==> src/rtl/pdm_rx_decimator.sv <==
// PDM receiver: 2nd-order CIC decimator by 2^DECIM_LOG2 to signed PCM with a valid/ready output register.
// Optional macro PDM_RX_SYNC_EN inserts a 2-flop synchronizer on pdm_in.
module pdm_rx_decimator #(
    parameter int unsigned OUTPUT_BITS = 12,
    parameter int unsigned DECIM_LOG2  = 6
) (
    input  logic                          clk,
    input  logic                          rst_n,
    input  logic                          en,
    input  logic                          pdm_in,
    output logic signed [OUTPUT_BITS-1:0] dout,
    output logic                          dout_valid,
    input  logic                          dout_ready,
    output logic                          overrun,
    input  logic                          clr_overrun
);

    localparam int unsigned W     = 2 * DECIM_LOG2 + 1;
    localparam int unsigned CW    = DECIM_LOG2;
    localparam int unsigned SHIFT = 2 * DECIM_LOG2 - OUTPUT_BITS;
    localparam int unsigned UW    = W - SHIFT;

    typedef enum logic [1:0] {IDLE, WARMUP, RUN} state_e;

    state_e                   state_q, state_d;
    logic                     warm_q, warm_d;
    logic [W-1:0]             i1_q, i1_d, i2_q, i2_d;
    logic [W-1:0]             d1_q, d1_d, d2_q, d2_d;
    logic [CW-1:0]            cnt_q, cnt_d;
    logic [OUTPUT_BITS-1:0]   dout_q, dout_d;
    logic                     valid_q, valid_d;
    logic                     ovr_q, ovr_d;

    logic                     pdm_bit;
    logic [W-1:0]             i2_next, c1, c2;
    logic [UW-1:0]            u;
    logic [OUTPUT_BITS-1:0]   smp;
    logic                     dec, load;

`ifdef PDM_RX_SYNC_EN
    logic [1:0] sync_q;

    // Metastability guard for an asynchronous external bitstream.
    always_ff @(posedge clk or negedge rst_n) begin
        if (!rst_n) sync_q <= 2'b00;
        else        sync_q <= {sync_q[0], pdm_in};
    end
    assign pdm_bit = sync_q[1];
`else
    assign pdm_bit = pdm_in;
`endif

    // CIC datapath: integrators wrap modulo 2^W by design.
    always_comb begin
        i2_next = i2_q + i1_q;
        c1      = i2_next - d1_q;
        c2      = c1 - d2_q;
        dec     = &cnt_q;
        u       = c2[W-1:SHIFT];
        // Offset-binary to signed is an MSB flip; only u == 2^OUTPUT_BITS can overflow.
        if (u[UW-1]) smp = {1'b0, {(OUTPUT_BITS-1){1'b1}}};
        else         smp = {~u[OUTPUT_BITS-1], u[OUTPUT_BITS-2:0]};
    end

    always_comb begin
        state_d = state_q;
        warm_d  = warm_q;
        i1_d    = i1_q;
        i2_d    = i2_q;
        d1_d    = d1_q;
        d2_d    = d2_q;
        cnt_d   = cnt_q;
        dout_d  = dout_q;
        valid_d = valid_q;
        ovr_d   = ovr_q;
        load    = 1'b0;

        if (clr_overrun) ovr_d = 1'b0;

        if (!en) begin
            state_d = IDLE;
            warm_d  = 1'b0;
            i1_d    = '0;
            i2_d    = '0;
            d1_d    = '0;
            d2_d    = '0;
            cnt_d   = '0;
            valid_d = 1'b0;
        end else begin
            i1_d  = i1_q + W'(pdm_bit);
            i2_d  = i2_next;
            cnt_d = cnt_q + CW'(1);
            if (dec) begin
                d1_d = i2_next;
                d2_d = c1;
            end
            if (valid_q && dout_ready) valid_d = 1'b0;

            // Two decimations are needed before the comb delays hold real history.
            case (state_q)
                IDLE: begin
                    state_d = WARMUP;
                    warm_d  = 1'b0;
                end
                WARMUP: begin
                    if (dec) begin
                        if (warm_q) state_d = RUN;
                        else        warm_d  = 1'b1;
                    end
                end
                RUN:     load = dec;
                default: state_d = IDLE;
            endcase

            if (load) begin
                dout_d  = smp;
                valid_d = 1'b1;
                if (valid_q && !dout_ready) ovr_d = 1'b1;
            end
        end
    end

    always_ff @(posedge clk or negedge rst_n) begin
        if (!rst_n) begin
            state_q <= IDLE;
            warm_q  <= 1'b0;
            i1_q    <= '0;
            i2_q    <= '0;
            d1_q    <= '0;
            d2_q    <= '0;
            cnt_q   <= '0;
            dout_q  <= '0;
            valid_q <= 1'b0;
            ovr_q   <= 1'b0;
        end else begin
            state_q <= state_d;
            warm_q  <= warm_d;
            i1_q    <= i1_d;
            i2_q    <= i2_d;
            d1_q    <= d1_d;
            d2_q    <= d2_d;
            cnt_q   <= cnt_d;
            dout_q  <= dout_d;
            valid_q <= valid_d;
            ovr_q   <= ovr_d;
        end
    end

    assign dout       = $signed(dout_q);
    assign dout_valid = valid_q;
    assign overrun    = ovr_q;

endmodule

==> config.mk <==
export PLATFORM = sky130hd
export DESIGN_NAME = pdm_rx_decimator
export DESIGN_NICKNAME = d
export VERILOG_FILES = /design/src/rtl/pdm_rx_decimator.sv
export SDC_FILE = /design/constraint.sdc
export NUM_CORES = 1
export LEC_CHECK = 0
export ABC_AREA = 1
export CORE_MARGIN = 4
export CORE_UTILIZATION = 48
export DETAILED_ROUTE_END_ITERATION = 8
export PLACE_DENSITY = 0.65
export REMOVE_ABC_BUFFERS = 1
export SYNTH_ARGS = -nofsm -noshare
export SYNTH_HDL_FRONTEND = slang
export SYNTH_SLANG_ARGS = --single-unit
==> constraint.sdc <==
create_clock -name clk -period 4.9 [get_ports clk]
set_input_delay 1.47 -clock clk [delete_from_list [all_inputs] [get_ports clk]]
set_output_delay 1.47 -clock clk [all_outputs]
set_load 0.05 [all_outputs]
After elaboration in Yosys (flattened, before gate mapping) --
Cells that the tools add are included.
Cells by class: mux-type cells 24, reductions and logical operators 8, equal/unequal tests 8, add/subtract/negate cells 5, bitwise logic cells 1
Operator list (number):
- 13-bit two-way mux | 6
- 13-bit subtractor | 2
- 13-bit by 1-bit adder with 13-bit output | 1
- 13-bit adder | 1
- 12-bit two-way mux | 1
- 1-bit two-way mux | 11
- 6-bit by 1-bit adder with 6-bit output, second input constant | 1
- 2-bit two-way mux | 3
- 6-bit two-way mux | 1
- 3-bit by 1-bit inequality test with 1-bit output, second input constant | 2
- 3-bit inequality test, second input constant | 2
- 2-bit case mux with 3 select lines | 1
- 6-bit AND reduction | 1
- 2-bit AND reduction | 2
- 3-bit AND reduction | 1
- 2-bit by 1-bit equality test with 1-bit output, second input constant | 1
- 2-bit equality test, second input constant | 1
- 1-bit logical AND | 2
- 2-bit logical NOT | 1
- 2-bit by 1-bit inequality test with 1-bit output, second input constant | 1
- 2-bit inequality test, second input constant | 1
- 1-bit case mux with 2 select lines | 1
- 1-bit logical NOT | 1
- 1-bit NOT | 1
Word-level totals: flip-flop bits (word level) 75, output and inout bits 14, word-level logic and storage cells 56, input port bits 6

Depth between registers and ports, before layout --
depth after elaboration 5, gate-level depth with buffers 28

Worst setup path after synthesis --
OpenSTA, ideal clock, no wires.
path type flip-flop to flip-flop, from reg i1_q[0], to reg dout_q[10], in the netlist dout[10], cell stages (with the launch flop) 27, data arrival time 3.963 ns, required time 4.787 ns, buffers on the path 1, slack 0.824 ns, cell sequence dfrtp_1 ha_1 fa_1 nand3_1 nand2_2 a31o_2 xnor2_1 inv_1 ha_1 a21oi_1 o21ai_1 a21boi_1 o21ai_0 or2_1 and2_1 ha_1 inv_1 nor3_1 nand2_1 nand4_1 a31oi_1 inv_1 nand2_4 buf_12 nand3_2 nand2_1 inv_1
On the way: word-level cells in the longest chain between the ends 4
RTL lines:
- start, declared | line 27 | logic [W-1:0] i1_q, i1_d, i2_q, i2_d;
- start signal, assigned | line 138 | i1_q <= i1_d;
- 13-bit adder | line 55 | i2_next = i2_q + i1_q;
- 13-bit subtractor | line 56 | c1 = i2_next - d1_q;
- 13-bit subtractor | line 57 | c2 = c1 - d2_q;
- 12-bit two-way mux | line 61 | if (u[UW-1]) smp = {1'b0, {(OUTPUT_BITS-1){1'b1}}};
- end signal, assigned | line 143 | dout_q <= dout_d;
- end, declared | line 30 | logic [OUTPUT_BITS-1:0] dout_q, dout_d;
Every way passes these cells. A chain may end at the register's enable or synchronous reset.

Worst setup path in the final report --
from reg i1_q[0], to reg dout_q[1], in the netlist dout[1]
The elaborated chain is that of the path after synthesis.

==> impl_metrics.ini <==
[outcome]
outcome = completed

[timing]
period_share = 0.910
slew_headroom = 0.356
min_period_ps = 4460
tightest_slew_ps = 966
holdWs_ps = 474
tns_ps = 0
max_freq_mhz = 224
setup_viol = 0
clock_skew_ps = 10.9
slew_viol_final = 0
hold_viol = 0
setup_slack_ps = 443

[setup_path]
timing.rr.end = dout[1]
end_kind = register
path_class = reg -> reg
crit_fanout = 12
slowest_delay_ps = 410
worst_ep_arrival_time_ps = 4710
critical_path.top_delay_family = simple AND/OR/NAND/NOR gates
r2r_cells = 24
r2r_setup_slack_ps = 440
r2r_start = i1_q[0]
crit_buf_inv = 3
startpoint_type = register
cpMaxStageDelayCell = fa_1
path_cells = ha_1 > fa_1 > nand3_1 > nand2_2 > a31o_2 > xnor2_1 > inv_1 > ha_1 > a21oi_1 > o21ai_1 > a21boi_1 > o21ai_0 > or2_1 > and2_1 > ha_1 > inv_1 > nor3_1 > nand2_1 > nand4_1 > a31oi_2 > nand3_4 > nand3_1 > nand2_1 > inv_1
crit_required_ps = 5150

[drt]
dr_wl_met2_mm = 4.54
drc = 0
vias_per_cell = 5.07
via_count = 3916
met1_length_mm = 4.80
first_pass_iters = 5
drtIter0Drc = 165
totalWireLength_mm = 9.76
dr.max_layer_used = met4
met3_length_um = 283
ant_nets = 0
avgRoutedWirePerCell_um = 12.6

[logic_synthesis]
syn_inst = 612
synthMuxAreaShare = 0
synth_cell_types = 42
yosysWarnings = 0
async_flop_share = 1.00
synth-simple-area-share = 0.239
synth_edf_count = 0
synthAdderAreaFrac = 0.112
synth_top_family_by_area = simple AND/OR/NAND/NOR gates
synth-seq-area-share = 0.385
synth-seq-cells = 75
synth-xor-area-share = 0.0452
synth.avg_cell_area_um2 = 7.97
synth_area_um2 = 4880
synth-compound-area-share = 0.119
ys.flop_type = dfrtp_1

[worst_hold_path]
min_from = cnt_q[0]
min_path_cells = 1
hold_path_class = reg -> reg
hold_end = cnt_q[0]

[die]
ioPinCount = 20
dieArea_um2 = 11800
coreArea_um2 = 9820
std_cell_rows = 36
die_height_um = 109
dieWidth_um = 109
start_util = 0.497

[clock_tree]
clk-insertion-delay-late_ps = 350
htreeDepth = 3
cts.sinks = 75
cts_tree = done
clk_path_buf_depth = 2
path_clk_slew_ps = 80
post-cts-setup-buffers = 0
clockRootBuffer = clkbuf_8
cts_made_buffers = 9

[grt]
grt_pass1_wl_mm = 17.2
grt_max_degree = 76
grt_pass1_vias = 3810
antenna_found_initial = 0
track_usage = 0.182
grt_remaining_overflow = 0

[placement]
gp_congestion = 0.856
portBuffers = 19
hpwl_mm = 7.21
dpl_worst_slack_ps = 387

[cells_and_area]
num_antenna_cells = 0
nets = 683
syn2layout_area_growth_pct = 12.3
drive_gt1_frac = 0.108

[power_and_ir_drop]
ir_worst_vdd_mv = 0.188
powerDensity_nw_per_um2 = 340
p_leak_nw = 2.86

[job]
maxCapViolations = 0
[cells in the final DEF, fill, tap and decap left out, types with 5 or more instances in the layout]
| cell | instances |
|---|---|
| a21oi_1 | 39 |
| clkbuf_8 | 11 |
| clkdlybuf4s50_1 | 18 |
| dfrtp_1 | 75 |
| ha_1 | 39 |
| inv_1 | 108 |
| nand2_1 | 111 |
| nand2_2 | 5 |
| nand3_1 | 32 |
| nand3_2 | 14 |
| nand4_1 | 6 |
| nor2_1 | 43 |
| nor3_1 | 9 |
| o21ai_0 | 39 |
| o21bai_1 | 6 |
| o22ai_1 | 6 |
| or2_2 | 13 |
| xnor2_1 | 8 |
| xor2_1 | 14 |
[repair_timing]
| item | 4_1_cts | 5_1_grt |
|---|---|---|
| setup endpoints to repair | 0 | 12 |
| resized for setup | 0 | 2 |
| hold buffers | 0 | 0 |
| endpoints found under the hold margin | 0 | 0 |
[synthesized netlist by cell type, types with 8 or more instances]
cell,n,area [um^2]
nor2_1,43,161
xor2_1,14,123
dfrtp_1,75,1880
inv_1,108,405
xnor2_1,8,70.1
nand3_1,32,160
nand3_2,15,150
ha_1,39,488
o21ai_0,39,195
nor3_1,9,45.0
a21oi_1,39,195
or2_2,13,81.3
nand2_1,111,417
[state kept, by name, summed over array words and instances (netlist names)]
signal and cells:
dout 12, i2_q 13, state_q 2, dout_valid 1, cnt_q 6, i1_q 13
warm_q 1, d1_q 13, d2_q 13, overrun 1
[cell type report]
class / instances / area, um^2
fillers: 976 / 4340
multi-input cells: 414 / 2530
flip-flops and latches: 75 / 1880
inverters: 113 / 424
repair buffers: 22 / 210
well taps: 133 / 166
clock buffers: 12 / 155
clock inverters: 4 / 120
[cells by family (layout without fill, tap and decap cells)]
kind of cell,Yosys count,after routing
simple gates,244,244
buf+inv,123,151
compound gates,105,105
flops,75,75
fa+ha+maj,42,42
xor+xnor,23,23
[routing by layer]
layer | GRT usage | up-vias
li1 | - | 2010
met1 | 0.250 | 1840
met2 | 0.289 | 50
met3 | 0.0314 | 16
met4 | 0.0649 | 0
met5 | 0 | -
[power by group]
part | total [mW] | internal [mW] | switching (mW) | leakage (nW)
Clock | 0.651 | 0.418 | 0.232 | 0.137
Combinational | 0.582 | 0.204 | 0.379 | 1.68
Sequential | 0.632 | 0.626 | 0.00559 | 1.04
[stage by stage]
stage	instances	instance area (um^2)	util	power [mW]
2_1_floorplan	602	4810	-	1.09
3_3_place_gp	757	5190	0.529	1.20
3_5_place_dp	757	5190	0.529	1.20
4_1_cts	773	5470	0.557	1.86
5_1_grt	773	5480	0.558	1.99
6_report	773	5480	0.558	1.87
[worst max-delay path by stage]
| stage | slack (ps) | depth (start not counted) | endpoint | from |
|---|---|---|---|---|
| 4_1_cts | 370 | 23 | dout[11] | i1_q[0] |
| 3_5_place_dp | 390 | 24 | dout[1] | i1_q[0] |
| 3_3_place_gp | 500 | 23 | dout[11] | i1_q[0] |
| 6_report | 440 | 24 | dout[1] | i1_q[0] |
| 2_1_floorplan | 770 | 23 | dout[11] | i1_q[0] |
| 5_1_grt | -10 | 25 | dout[8] | i1_q[0] |
Power figures use the tool's default switching activity.
